--- config.mk ---
export PLATFORM = sky130hd
export DESIGN_NAME = pixel_sensor_sequencer
export DESIGN_NICKNAME = d
export VERILOG_FILES = /design/src/rtl/pixel_sensor_sequencer_pkg.sv /design/src/rtl/sequencer_phase_timer.sv /design/src/rtl/pixel_sensor_sequencer.sv
export SDC_FILE = /design/constraint.sdc
export NUM_CORES = 1
export LEC_CHECK = 0
export BUFFER_PORTS_ARGS = -buffer_cell sky130_fd_sc_hd__buf_2
export CELL_PAD_IN_SITES_DETAIL_PLACEMENT = 2
export CELL_PAD_IN_SITES_GLOBAL_PLACEMENT = 2
export CORE_MARGIN = 4
export CORE_UTILIZATION = 38
export CTS_BUF_LIST = sky130_fd_sc_hd__clkbuf_2
export DETAILED_ROUTE_END_ITERATION = 10
export PLACE_DENSITY_LB_ADDON = 0.1
export SYNTH_ARGS = -nofsm -noshare
export SYNTH_HDL_FRONTEND = slang
export SYNTH_SLANG_ARGS = --single-unit
--- constraint.sdc ---
create_clock -name clk -period 4.5 [get_ports clk]
set_input_delay 0.45 -clock clk [delete_from_list [all_inputs] [get_ports clk]]
set_output_delay 0.45 -clock clk [all_outputs]
set_load 0.1 [all_outputs]
--- src/rtl/pixel_sensor_sequencer_pkg.sv ---
// Shared constants and state encoding for the pixel-array frame sequencer.
// Array geometry matches the analog pixel instances the sequencer drives.
package pixel_sensor_sequencer_pkg;

    localparam int PIXEL_BITS           = 8;
    localparam int PIXEL_ARRAY_HEIGHT   = 24;
    localparam int ERASE_CYCLES_DEFAULT = 4;
    localparam int RAMP_PULSES          = 2 ** PIXEL_BITS;
    localparam int EXPOSE_BITS_DEFAULT  = 16;

    // Enum literals carry an ST_ prefix so they never collide with the
    // ERASE/EXPOSE array-line ports of the top module.
    typedef enum logic [2:0] {
        ST_IDLE    = 3'd0,
        ST_ERASE   = 3'd1,
        ST_EXPOSE  = 3'd2,
        ST_CONVERT = 3'd3,
        ST_READ    = 3'd4,
        ST_DONE    = 3'd5
    } sequencer_state_t;

    function automatic int max_int(input int a, input int b);
        return (a > b) ? a : b;
    endfunction

endpackage

--- src/rtl/sequencer_phase_timer.sv ---
// Loadable down-counter shared by the ERASE, EXPOSE and CONVERT phases.
// Stops at zero (no wrap); a load takes priority over counting.
module sequencer_phase_timer #(
    parameter int WIDTH = 16
) (
    input  logic             clk,
    input  logic             reset,
    input  logic             load,
    input  logic [WIDTH-1:0] load_value,
    output logic [WIDTH-1:0] value,
    output logic             zero
);

    logic [WIDTH-1:0] value_reg;

    always_ff @(posedge clk) begin
        if (!reset) begin
            value_reg <= '0;
        end else if (load) begin
            value_reg <= load_value;
        end else if (value_reg != '0) begin
            value_reg <= value_reg - 1'b1;
        end
    end

    assign value = value_reg;
    assign zero  = (value_reg == '0);

endmodule

--- src/rtl/pixel_sensor_sequencer.sv ---
// Frame controller for the pixel array: erase -> expose -> convert on the shared
// array lines, then row-by-row readout with a valid/ready handshake.
module pixel_sensor_sequencer
    import pixel_sensor_sequencer_pkg::*;
#(
    parameter int ERASE_CYCLES = ERASE_CYCLES_DEFAULT,
    parameter int RAMP_PULSES  = pixel_sensor_sequencer_pkg::RAMP_PULSES,
    parameter int ROWS         = PIXEL_ARRAY_HEIGHT,
    parameter int EXPOSE_BITS  = EXPOSE_BITS_DEFAULT
) (
    input  logic                    clk,
    input  logic                    reset,
    input  logic                    start,
    input  logic [EXPOSE_BITS-1:0]  expose_time,
    output logic                    busy,
    output logic                    frame_done,
    output logic                    ERASE,
    output logic                    EXPOSE,
    output logic                    RAMP,
    output logic [$clog2(ROWS)-1:0] row_sel,
    output logic                    read_valid,
    input  logic                    read_ready
);

    localparam int TIMER_W = max_int($clog2(2 * RAMP_PULSES), EXPOSE_BITS);
    localparam int ROW_W   = $clog2(ROWS);

    localparam logic [TIMER_W-1:0] ERASE_LOAD   = TIMER_W'(ERASE_CYCLES - 1);
    localparam logic [TIMER_W-1:0] CONVERT_LOAD = TIMER_W'(2 * RAMP_PULSES - 1);
    localparam logic [ROW_W-1:0]   LAST_ROW     = ROW_W'(ROWS - 1);

    sequencer_state_t state_reg, state_next;

    logic [EXPOSE_BITS-1:0] expose_time_reg;
    logic                   expose_latch;
    logic                   busy_reg, busy_next;
    logic                   frame_done_reg, frame_done_next;
    logic                   erase_reg, erase_next;
    logic                   expose_reg, expose_next;
    logic                   ramp_reg, ramp_next;
    logic                   read_valid_reg, read_valid_next;
    logic [ROW_W-1:0]       row_sel_reg, row_sel_next;

    logic                   timer_load;
    logic [TIMER_W-1:0]     timer_load_value;
    logic [TIMER_W-1:0]     timer_value;
    logic                   timer_zero;

    sequencer_phase_timer #(
        .WIDTH (TIMER_W)
    ) u_phase_timer (
        .clk        (clk),
        .reset      (reset),
        .load       (timer_load),
        .load_value (timer_load_value),
        .value      (timer_value),
        .zero       (timer_zero)
    );

    always_ff @(posedge clk) begin
        if (!reset) begin
            state_reg       <= ST_IDLE;
            expose_time_reg <= '0;
            busy_reg        <= 1'b0;
            frame_done_reg  <= 1'b0;
            erase_reg       <= 1'b0;
            expose_reg      <= 1'b0;
            ramp_reg        <= 1'b0;
            read_valid_reg  <= 1'b0;
            row_sel_reg     <= '0;
        end else begin
            state_reg       <= state_next;
            if (expose_latch) begin
                expose_time_reg <= expose_time;
            end
            busy_reg        <= busy_next;
            frame_done_reg  <= frame_done_next;
            erase_reg       <= erase_next;
            expose_reg      <= expose_next;
            ramp_reg        <= ramp_next;
            read_valid_reg  <= read_valid_next;
            row_sel_reg     <= row_sel_next;
        end
    end

    always_comb begin
        state_next       = state_reg;
        expose_latch     = 1'b0;
        timer_load       = 1'b0;
        timer_load_value = '0;
        frame_done_next  = 1'b0;
        erase_next       = 1'b0;
        expose_next      = 1'b0;
        ramp_next        = 1'b0;
        read_valid_next  = 1'b0;
        row_sel_next     = row_sel_reg;

        unique case (state_reg)
            ST_IDLE: begin
                if (start) begin
                    state_next       = ST_ERASE;
                    expose_latch     = 1'b1;
                    timer_load       = 1'b1;
                    timer_load_value = ERASE_LOAD;
                    erase_next       = 1'b1;
                end
            end
            ST_ERASE: begin
                if (!timer_zero) begin
                    erase_next = 1'b1;
                end else if (expose_time_reg == '0) begin
                    state_next       = ST_CONVERT;
                    timer_load       = 1'b1;
                    timer_load_value = CONVERT_LOAD;
                    ramp_next        = 1'b1;
                end else begin
                    state_next       = ST_EXPOSE;
                    timer_load       = 1'b1;
                    timer_load_value = TIMER_W'(expose_time_reg) - TIMER_W'(1);
                    expose_next      = 1'b1;
                end
            end
            ST_EXPOSE: begin
                if (!timer_zero) begin
                    expose_next = 1'b1;
                end else begin
                    state_next       = ST_CONVERT;
                    timer_load       = 1'b1;
                    timer_load_value = CONVERT_LOAD;
                    ramp_next        = 1'b1;
                end
            end
            ST_CONVERT: begin
                // The convert load is odd, so RAMP is high exactly when the
                // timer is odd; the last (timer==0) cycle is always low.
                if (!timer_zero) begin
                    ramp_next = ~timer_value[0];
                end else begin
                    state_next      = ST_READ;
                    read_valid_next = 1'b1;
                    row_sel_next    = '0;
                end
            end
            ST_READ: begin
                read_valid_next = 1'b1;
                if (read_valid_reg && read_ready) begin
                    if (row_sel_reg == LAST_ROW) begin
                        state_next      = ST_DONE;
                        read_valid_next = 1'b0;
                        frame_done_next = 1'b1;
                        row_sel_next    = '0;
                    end else begin
                        row_sel_next = row_sel_reg + 1'b1;
                    end
                end
            end
            ST_DONE: begin
                state_next = ST_IDLE;
            end
            default: begin
                state_next = ST_IDLE;
            end
        endcase

        busy_next = (state_next != ST_IDLE);
    end

    assign busy       = busy_reg;
    assign frame_done = frame_done_reg;
    assign ERASE      = erase_reg;
    assign EXPOSE     = expose_reg;
    assign RAMP       = ramp_reg;
    assign read_valid = read_valid_reg;
    assign row_sel    = row_sel_reg;

endmodule

## Yosys cells after proc, flatten, opt, wreduce, memory -nomap -nowiden

Cells that the tools add are included.
W data, S select, Z words.

- Register bits after elaboration: 46
- Latch bits: 0
- RAM bits: 0
- Memory bits (read-only): 0
- Output and inout port bits: 11
- Word-level logic and storage cells: 68
- Memories: 0

- Add/sub/neg operators: 3
- Multiply operators: 0
- Divide/modulo/power cells: 0
- $lt $le $gt $ge: 0
- Equality and inequality tests: 7
- Shift operators: 0
- Mux-type cells: 36
- Bitwise gates (word level): 1
- Reduce and logical (&&, ||, !) cells: 11

Operator list:

| operator | count |
|---|---|
| $mux W16 | 4 |
| $pmux W16 S3 | 1 |
| $logic_not A16 Y1 | 2 |
| $sub A16 B1 Y16 const B | 2 |
| $mux W3 | 6 |
| $reduce_bool A16 Y1 | 1 |
| $mux W5 | 3 |
| $pmux W3 S5 | 1 |
| $mux W1 | 13 |
| $pmux W5 S2 | 1 |
| $mux W9 | 1 |
| $pmux W1 S2 | 4 |
| $eq A3 B2 Y1 const B | 2 |
| $reduce_and A3 Y1 | 2 |
| $add A5 B1 Y5 const B | 1 |
| $eq A5 B5 Y1 const B | 1 |
| $ne A2 B2 Y1 const B | 2 |
| $reduce_bool A2 Y1 | 2 |
| $eq A3 B1 Y1 const B | 1 |
| $eq A3 B3 Y1 const B | 1 |
| $logic_not A3 Y1 | 1 |
| $pmux W1 S3 | 1 |
| $reduce_bool A3 Y1 | 1 |
| $mux W2 | 1 |
| other kinds (3) | 3 |

## Depth between registers and ports, before layout

Gate-level depths: netlist (run 1).

- Depth after elaboration: 5
- Mapped depth: 8

## Cells and area by module

From an unflattened synthesis (run 1), not the netlist that was laid out.

- Cells, all modules: 350
- Area, all modules: 2,717.6 um^2

Modules (own cells, without submodules):

| module | times used | cells an instance | area each (um^2) | seq. area each (um^2) |
|---|---|---|---|---|
| pixel_sensor_sequencer | 1 | 234 | 1,778.0 | 600.6 |
| sequencer_phase_timer | 1 | 116 | 939.7 | 320.3 |

## Worst setup path before layout (run 1)

OpenSTA, ideal clock, no wires.

- Path kind: flip-flop to flip-flop
- Start: reg row_sel_reg[0] (netlist: row_sel[0])
- End: reg row_sel_reg[3] (netlist: row_sel[3])
- Library setup time: 0.174 ns
- Arrival: 2.079 ns
- Data required time: 4.326 ns
- Slack: 2.247 ns
- Cell stages (with the launch flop): 7
- Buffers on the path: 0
- Clock period less this slack: 2.253 ns
- Path through: dfxtp_1 -> ha_1 -> nand2_1 -> nor3b_1 -> nor3_1 -> a41oi_1 -> a211oi_1

- Cells in the longest elaborated chain, start to end: 4

Ends and longest elaborated chain:

| what | line | RTL |
|---|---|---|
| from (decl) | pixel_sensor_sequencer.sv:42 | `logic [ROW_W-1:0] row_sel_reg, row_sel_next;` |
| from (signal assigned) | pixel_sensor_sequencer.sv:82 | `row_sel_reg <= row_sel_next;` |
| $add A5 B1 Y5 / $eq A5 B5 Y1 (equally long branches) | pixel_sensor_sequencer.sv:153, pixel_sensor_sequencer.sv:147 |  |
| $mux W5 * | pixel_sensor_sequencer.sv:147 | `if (row_sel_reg == LAST_ROW) begin` |
| $mux W5 * | pixel_sensor_sequencer.sv:146 | `if (read_valid_reg && read_ready) begin` |
| $pmux W5 S2 * | pixel_sensor_sequencer.sv:98 | `unique case (state_reg)` |

Mark *: on every way between the ends. The rest lies on a longest branch, timed or not. The select of a mux whose other input is x is not followed.
A chain may end at the register's enable or synchronous reset.

## Worst setup path in the final report (run 1)

- Start: reg u_phase_timer.value_reg[0] (netlist: u_phase_timer.value[0])
- End: reg u_phase_timer.value_reg[12] (netlist: u_phase_timer.value[12])

- Cells in the longest elaborated chain, start to end: 4

Ends and longest elaborated chain:

| what | line | RTL |
|---|---|---|
| from (decl) | sequencer_phase_timer.sv:14 | `logic [WIDTH-1:0] value_reg;` |
| from (signal assigned) | sequencer_phase_timer.sv:20 | `value_reg <= load_value;` |
| from (signal assigned) | sequencer_phase_timer.sv:22 | `value_reg <= value_reg - 1'b1;` |
| branches (longest 4 deep; another with $sub A16 B1 Y16) | n/a |  |

Parallel ways; which one is timed is not known. The select of a mux whose other input is x is not followed.

==> reports/results.ini, run 1 <==
[place]
numPortBuffers = 30
place_area_mm2 = 0.00275
place_ws_ps = 2070
hpwl_mm = 5.85
gp_congestion = 0.812

[floorplanning]
start_util_pct = 39.6
pin_count = 31
die-area_mm2 = 0.00807
fp-row-count = 29
die_height_um = 89.8
core-area_mm2 = 0.00642
fp.dieW_um = 89.8

[worst_setup_path]
crit_required_ps = 4820
slowest_delay_ps = 480
path_depth = 7
critPathKind = reg -> reg
start_kind = flip-flop
crit_slowest_cell = o21ai_1
worstPathCellList = inv_1, ha_1, nor4b_2, nand4_2, o21ai_1, nand3b_1, o21ai_1
r2r_cells = 7
crit_buf_inv = 1
cp.arrival_ps = 2810
crit_top_cell = o21ai_1
path_max_fanout = 13
endpoint_kind = flip-flop
cp_top_family = simple AND/OR/NAND/NOR gates

[synth]
seq_area_frac_synth_pct = 36.2
synth_seq_cells = 46
synth_edf_count = 0
synth-main-ff-cell = dfxtp_1
synth_cell_types = 52
syn_area_per_cell_um2 = 7.95
synthCells = 320
async_reset_ff_share_pct = 0
ys_warn_count = 0
syn-num-nets = 345
syn_area_mm2 = 0.00254

[drt]
first_iter_violations = 110
wl_per_cell_um = 18.1
firstDrtPassIters = 4
num_vias = 2416
via_per_inst = 5.71
ant_nets = 0
wl_mm = 7.66
drc = 0

[grt]
first_global_vias = 2566
overflow = 0
grt_max_degree = 27
antenna_found_initial = 0
grt_first_pass_wirelength_mm = 13.2
grtUsageTotal_pct = 19.8

[timing]
slew_headroom_pct = 38.9
min_period_ps = 2490
fin_tns_setup_ps = 0
max_freq_ghz = 0.402
fin_ws_ps = 2010
slew_viol_final = 0
worst_slew_pin_slew_ps = 915
rsz0062_at_grt = no
clock_skew_ps = 31.2
min_period_over_period_pct = 55.3
setup_violations = 0
finalHoldViolCount = 0

[cells_and_area]
finalInstanceArea_mm2 = 0.00279
drive_above_1_share_pct = 14.7
antenna_cells = 0
nets = 371
fillers = 743
syn_to_final_growth_pct = 9.49

[clocking]
ctsHoldBuffers = 0
post_cts_buffers = 0
htree_levels = 2
cts_tree = built
clock_latency_ps = 440
cts.reportedPaths.clkPinSlew_ps = 250
cts.sinks = 46
ctsResizeCount = 0
cts_made_buffers = 5
cts_buffer_depth = 2
root_buffer = clkbuf_2

[worst_hold_path]
holdPathStages = 3
hold_class = in -> reg

[pwr]
p_total_w = 0.00165
power_density_mw_per_mm2 = 591
power_leakage_nw = 1.05
ir_drop_uv = 150

[run_status]
status = complete, no violations

[run]
cap_violations = 0

==> per-stage QoR <==
step / instances / hold slack [ps] / util [%]
after global placement: 416 / 478 / 42.8
final: 423 / 212 / 43.4
after CTS: 423 / 176 / 43.4
after floorplan: 320 / 461 / -
after global routing: 423 / 167 / 43.4
after detailed placement: 416 / 490 / 42.8
==> layout make-up <==
| cell class | instances | area (um^2) | share of cell area [%] |
|---|---|---|---|
| clock buffers | 5 | 25.0 | 0.898 |
| clock inverters | 2 | 10.0 | 0.359 |
| inverters | 6 | 22.5 | 0.808 |
| multi-input cells | 254 | 1540 | 55.2 |
| flip-flops and latches | 46 | 921 | 33.0 |
| well taps | 77 | 96.3 | 3.46 |
| repair buffers | 33 | 173 | 6.20 |
==> logic make-up after synthesis <==
group                      synth area share [%]
buffers and inverters                      3.34
and+or+nand+nor                            31.1
adders and majority gates                  2.46
AOI/OAI and AO/OA                          18.6
xor gates and xnor gates                   7.92
muxes                                     0.393
DFF                                        36.2
==> report_power, final <==
part           internal [W]  switching, W
sequential         0.000492      0.000122
combinational      0.000326      0.000531
clock             0.0000337      0.000140
==> synth_stat cells, drive strengths merged (7+ instances only) <==
cell type | instances | share of area [%]
a21oi | 32 | 6.4
clkbuf | 8 | 1.2
dfxtp | 46 | 36
nand2 | 58 | 8.6
nand3 | 8 | 1.6
nand4 | 7 | 2.2
nor2 | 30 | 4.5
nor3 | 8 | 2.0
nor4 | 7 | 4.0
o21ai | 23 | 4.5
xnor2 | 15 | 5.2
xor2 | 8 | 2.8
==> placed cells by master, fill, tap and decap left out, drive strengths merged, types with 2 or more instances in the layout <==
master / synthesis / layout
inv: 5 / 5
a211oi: 6 / 6
or4: 2 / 2
nor3: 8 / 8
nor2: 30 / 30
o31a: 3 / 3
buf: 6 / 33
nand3: 8 / 8
xnor2: 15 / 15
and2: 2 / 2
and3: 5 / 5
nor3b: 3 / 3
nand4: 7 / 7
a21boi: 3 / 3
dfxtp: 46 / 46
nor2b: 2 / 2
ha: 5 / 5
nor4b: 2 / 2
nand3b: 2 / 2
clkinv: 1 / 3
nor4: 7 / 7
nand2b: 2 / 2
a21o: 2 / 2
xor2: 8 / 8
a21oi: 32 / 32
o21ai: 23 / 23
a221oi: 2 / 2
clkbuf: 8 / 5
nand2: 58 / 58
nand4b: 4 / 4
or3: 2 / 2
==> final timing paths <==
check / from / end / slack [ps]
max: u_phase_timer.value[0]$_SDFFE_PN0P_ / u_phase_timer.value[12]$_SDFFE_PN0P_ / 2010
min: expose_time[1] / expose_time_reg[1]$_SDFFE_PN0P_ / 210
max reg2reg: u_phase_timer.value[0]$_SDFFE_PN0P_ / u_phase_timer.value[12]$_SDFFE_PN0P_ / 2010
min reg2reg: expose_time_reg[15]$_SDFFE_PN0P_ / expose_time_reg[15]$_SDFFE_PN0P_ / 520
==> worst register-to-register path, delay by kind of cell, from the launching register on <==
| family | cells | cell delay [ps] |
|---|---|---|
| AND/OR/NAND/NOR | 3 | 1070 |
| AO/OA/AOI/OAI | 2 | 610 |
| flip-flops | 1 | 390 |
| adder cells (fa/ha/maj) | 1 | 170 |
| buffers and inverters | 1 | 130 |
==> metal layers <==
layer	share of wire, %	routed length [um]	global-route usage (%)	vias to the layer above
li1	-	-	-	1184
met4	1.2	95	5.11	0
met2	45	3410	30.9	40
met3	3.0	229	3.09	7
met5	0	0	0	-
met1	51	3920	28.4	1185
(Power assumes the default switching activity.)
==> run 2, diff against run 1 <==
- ABC_AREA: unset -> 1
- CORE_UTILIZATION: 38 -> 33
- clock period: 4.5 -> 2.53 ns (I/O delays scaled with it)
==> run 2 against run 1 <==
  * Sequential cell count is the same
  * Core utilization is 5.5 points lower
  * Routed wire length grew 23%
  * Combinational power rose to 2.9 times the previous value
  * Clock skew rose by 7.9 ps
  * Worst hold slack lost 130 ps
  * Count of clock-buffer cells in the layout did not move
==> reports/results.ini, run 2 <==
[run_status]
status = complete, no violations  ; unchanged

[grt]
overflow = 0  ; unchanged
grt_first_pass_wirelength_mm = 15.7  ; was 13.2 mm
antenna_found_initial = 0  ; unchanged
grtUsageTotal_pct = 19.3  ; was 19.8%
grt_max_degree = 34  ; was 27
first_global_vias = 3092  ; was 2566

[clocking]
clock_latency_ps = 440  ; about the same
ctsHoldBuffers = 0  ; unchanged
cts_made_buffers = 5  ; unchanged
root_buffer = clkbuf_2  ; unchanged
post_cts_buffers = 0  ; unchanged
cts_buffer_depth = 2  ; unchanged
ctsResizeCount = 0  ; unchanged
cts.reportedPaths.clkPinSlew_ps = 280  ; was 250 ps
htree_levels = 2  ; unchanged
cts.sinks = 46  ; unchanged
cts_tree = built  ; unchanged

[worst_setup_path]
start_kind = flip-flop  ; unchanged
crit_required_ps = 2860  ; was 4820 ps
endpoint_kind = flip-flop  ; unchanged
critPathKind = reg -> reg  ; unchanged
path_max_fanout = 6  ; was 13
rr_startpoint = u_phase_timer.value[0]$_SDFFE_PN0P_  ; unchanged
startpoint = u_phase_timer.value[0]$_SDFFE_PN0P_  ; unchanged
cp.arrival_ps = 2260  ; was 2810 ps

[drt]
wl_mm = 9.39  ; was 7.66 mm
wl_per_cell_um = 16.1  ; was 18.1 um
firstDrtPassIters = 4  ; unchanged
ant_nets = 0  ; unchanged
num_vias = 2914  ; was 2416
drc = 0  ; unchanged
first_iter_violations = 79  ; was 110
via_per_inst = 4.99  ; was 5.71

[floorplanning]
die-area_mm2 = 0.0102  ; was 0.00807 mm^2
die_height_um = 101  ; was 89.8 um
fp-row-count = 33  ; was 29
fp.dieW_um = 101  ; was 89.8 um
core-area_mm2 = 0.00830  ; was 0.00642 mm^2
pin_count = 31  ; unchanged
start_util_pct = 34.3  ; was 39.6%

[cells_and_area]
final_cell_mix = nand2_1 (107), nor2_1 (72), inv_1 (51)  ; was nand2_1 (58), dfxtp_1 (46), a21oi_1 (31)
nets = 504  ; was 371
fillers = 1055  ; was 743
drive_above_1_share_pct = 14.8  ; was 14.7%
final_common_cell = nand2_1  ; unchanged
multiInputGateArea_mm2 = 0.00168  ; was 0.00154 mm^2
antenna_cells = 0  ; unchanged
final_util_pct = 37.9  ; was 43.4%
syn_to_final_growth_pct = 10.4  ; was 9.49%
seqCellArea_um2 = 921  ; unchanged

[timing]
setup_violations = 0  ; unchanged
fin_tns_setup_ps = 0  ; unchanged
rsz0062_at_grt = no  ; unchanged
slew_headroom_pct = 64.2  ; was 38.9%
finalHoldViolCount = 0  ; unchanged
clock_skew_ps = 39.1  ; was 31.2 ps
min_period_ps = 1920  ; was 2490 ps
worst_slew_pin_slew_ps = 536  ; was 915 ps
whs_ps = 81.7  ; was 212 ps
slew_viol_final = 0  ; unchanged
max_freq_ghz = 0.520  ; was 0.402 GHz
min_period_over_period_pct = 76.0  ; was 55.3%

[pwr]
power_leakage_nw = 1.56  ; was 1.05 nW
ir_drop_uv = 302  ; was 150 uV
power_density_mw_per_mm2 = 1230  ; was 591 mW/mm^2
p_total_w = 0.00388  ; was 0.00165 W

[synth]
synth_most_common_cell = nand2_1  ; unchanged
netlist_top_cells_area = dfxtp_1 (32%), nand2_1 (14%), nor2_1 (9.5%)  ; was dfxtp_1 (36%), nand2_1 (8.6%), a21oi_1 (6.1%)
syn_area_mm2 = 0.00285  ; was 0.00254 mm^2
ys_warn_count = 0  ; unchanged
synth_cell_types = 33  ; was 52
seq_area_frac_synth_pct = 32.4  ; was 36.2%
netlist.area_leader.share_pct = 32.4  ; was 36.2%
yosys-top-cells-count = nand2_1 (107), nor2_1 (72), inv_1 (51)  ; was nand2_1 (58), dfxtp_1 (46), a21oi_1 (31)
synthCells = 447  ; was 320
synth_seq_cells = 46  ; unchanged
async_reset_ff_share_pct = 0  ; unchanged
syn-num-nets = 472  ; was 345
synth-main-ff-cell = dfxtp_1  ; unchanged
syn_area_per_cell_um2 = 6.37  ; was 7.95 um^2
yosysTopAreaCell = dfxtp_1  ; unchanged
synth_edf_count = 0  ; unchanged

[place]
gp_congestion = 0.834  ; was 0.812
numPortBuffers = 30  ; unchanged
hpwl_mm = 7.84  ; was 5.85 mm

[run]
cap_violations = 0  ; unchanged

[worst_hold_path]
hold_start = expose_time[5]  ; was expose_time[1]
hold_class = in -> reg  ; unchanged

-- run 2: cell types whose count changed after synthesis, moves of 6 or more --
| cell | delta |
|---|---|
| a211oi_1 | -6 |
| inv_1 | +46 |
| nand2_1 | +49 |
| nand2_2 | +6 |
| nand3_1 | +28 |
| nor2_1 | +43 |
| nor2_2 | +7 |
| nor2_4 | +6 |
| o21ai_0 | +20 |
| o21ai_1 | -10 |
| xnor2_1 | -13 |
-- run 2: worst max-delay path, stage by stage, from the launching register on --
cell     delay [ps]
dfxtp_1         430
inv_1           100
ha_1            240
inv_1            70
nor2_1           40
nand2_1         100
nor2_4           60
nand3_1         200
inv_1            70
nor2_1          230
nand3_1         140
nand2_1          90
nor2_1           40
-- run 2: path summary, 6_finish.rpt --
kind,to,slack [ps],depth (start not counted)
worst min register to register,row_sel[4]$_SDFFE_PN0P_,530,2
worst max register to register,u_phase_timer.value[6]$_SDFFE_PN0P_,610,12
worst max-delay path,u_phase_timer.value[6]$_SDFFE_PN0P_,610,12
worst min-delay path,expose_time_reg[5]$_SDFFE_PN0P_,80,3
-- run 2: logic make-up after synthesis --
group / count (synthesis) / synth area share, %
and+or+nand+nor: 258 / 41.5
adders and majority gates: 5 / 2.20
buffers and inverters: 62 / 8.61
xor gates and xnor gates: 11 / 3.38
DFF: 46 / 32.4
AOI/OAI and AO/OA: 65 / 11.9
-- run 2: cell type report --
type / instances / area share [%]
Timing Repair Buffer: 32 / 5.25
Inverter: 55 / 6.69
Multi-Input combinational cell: 339 / 53.5
Clock buffer: 5 / 0.796
Sequential cell: 46 / 29.3
Clock inverter: 2 / 0.318
Tap cell: 105 / 4.18
-- run 2: where the power goes --
part / leakage [nW] / internal, W / switching, W
Sequential: 0.378 / 0.000909 / 0.000204
Combinational: 1.15 / 0.000743 / 0.00171
Clock: 0.0286 / 0.0000600 / 0.000254
Total: 1.56 / 0.00171 / 0.00217
-- run 2: layer usage --
layer	track usage (%)	up-vias	part of all wire [%]
li1	-	1482	-
met2	32.2	35	47
met1	27.0	1391	50
met4	3.11	0	0.65
met5	0	-	0
met3	2.70	6	2.9
-- run 2: metrics by stage --
| stage | cell area, um^2 | instances | setup WS, ps |
|---|---|---|---|
| floorplan | 2850 | 447 | 369 |
| global placement | 3110 | 577 | 731 |
| detailed placement | 3110 | 577 | 646 |
| CTS | 3140 | 584 | 573 |
| global route | 3140 | 584 | 357 |
| finish | 3140 | 584 | 607 |
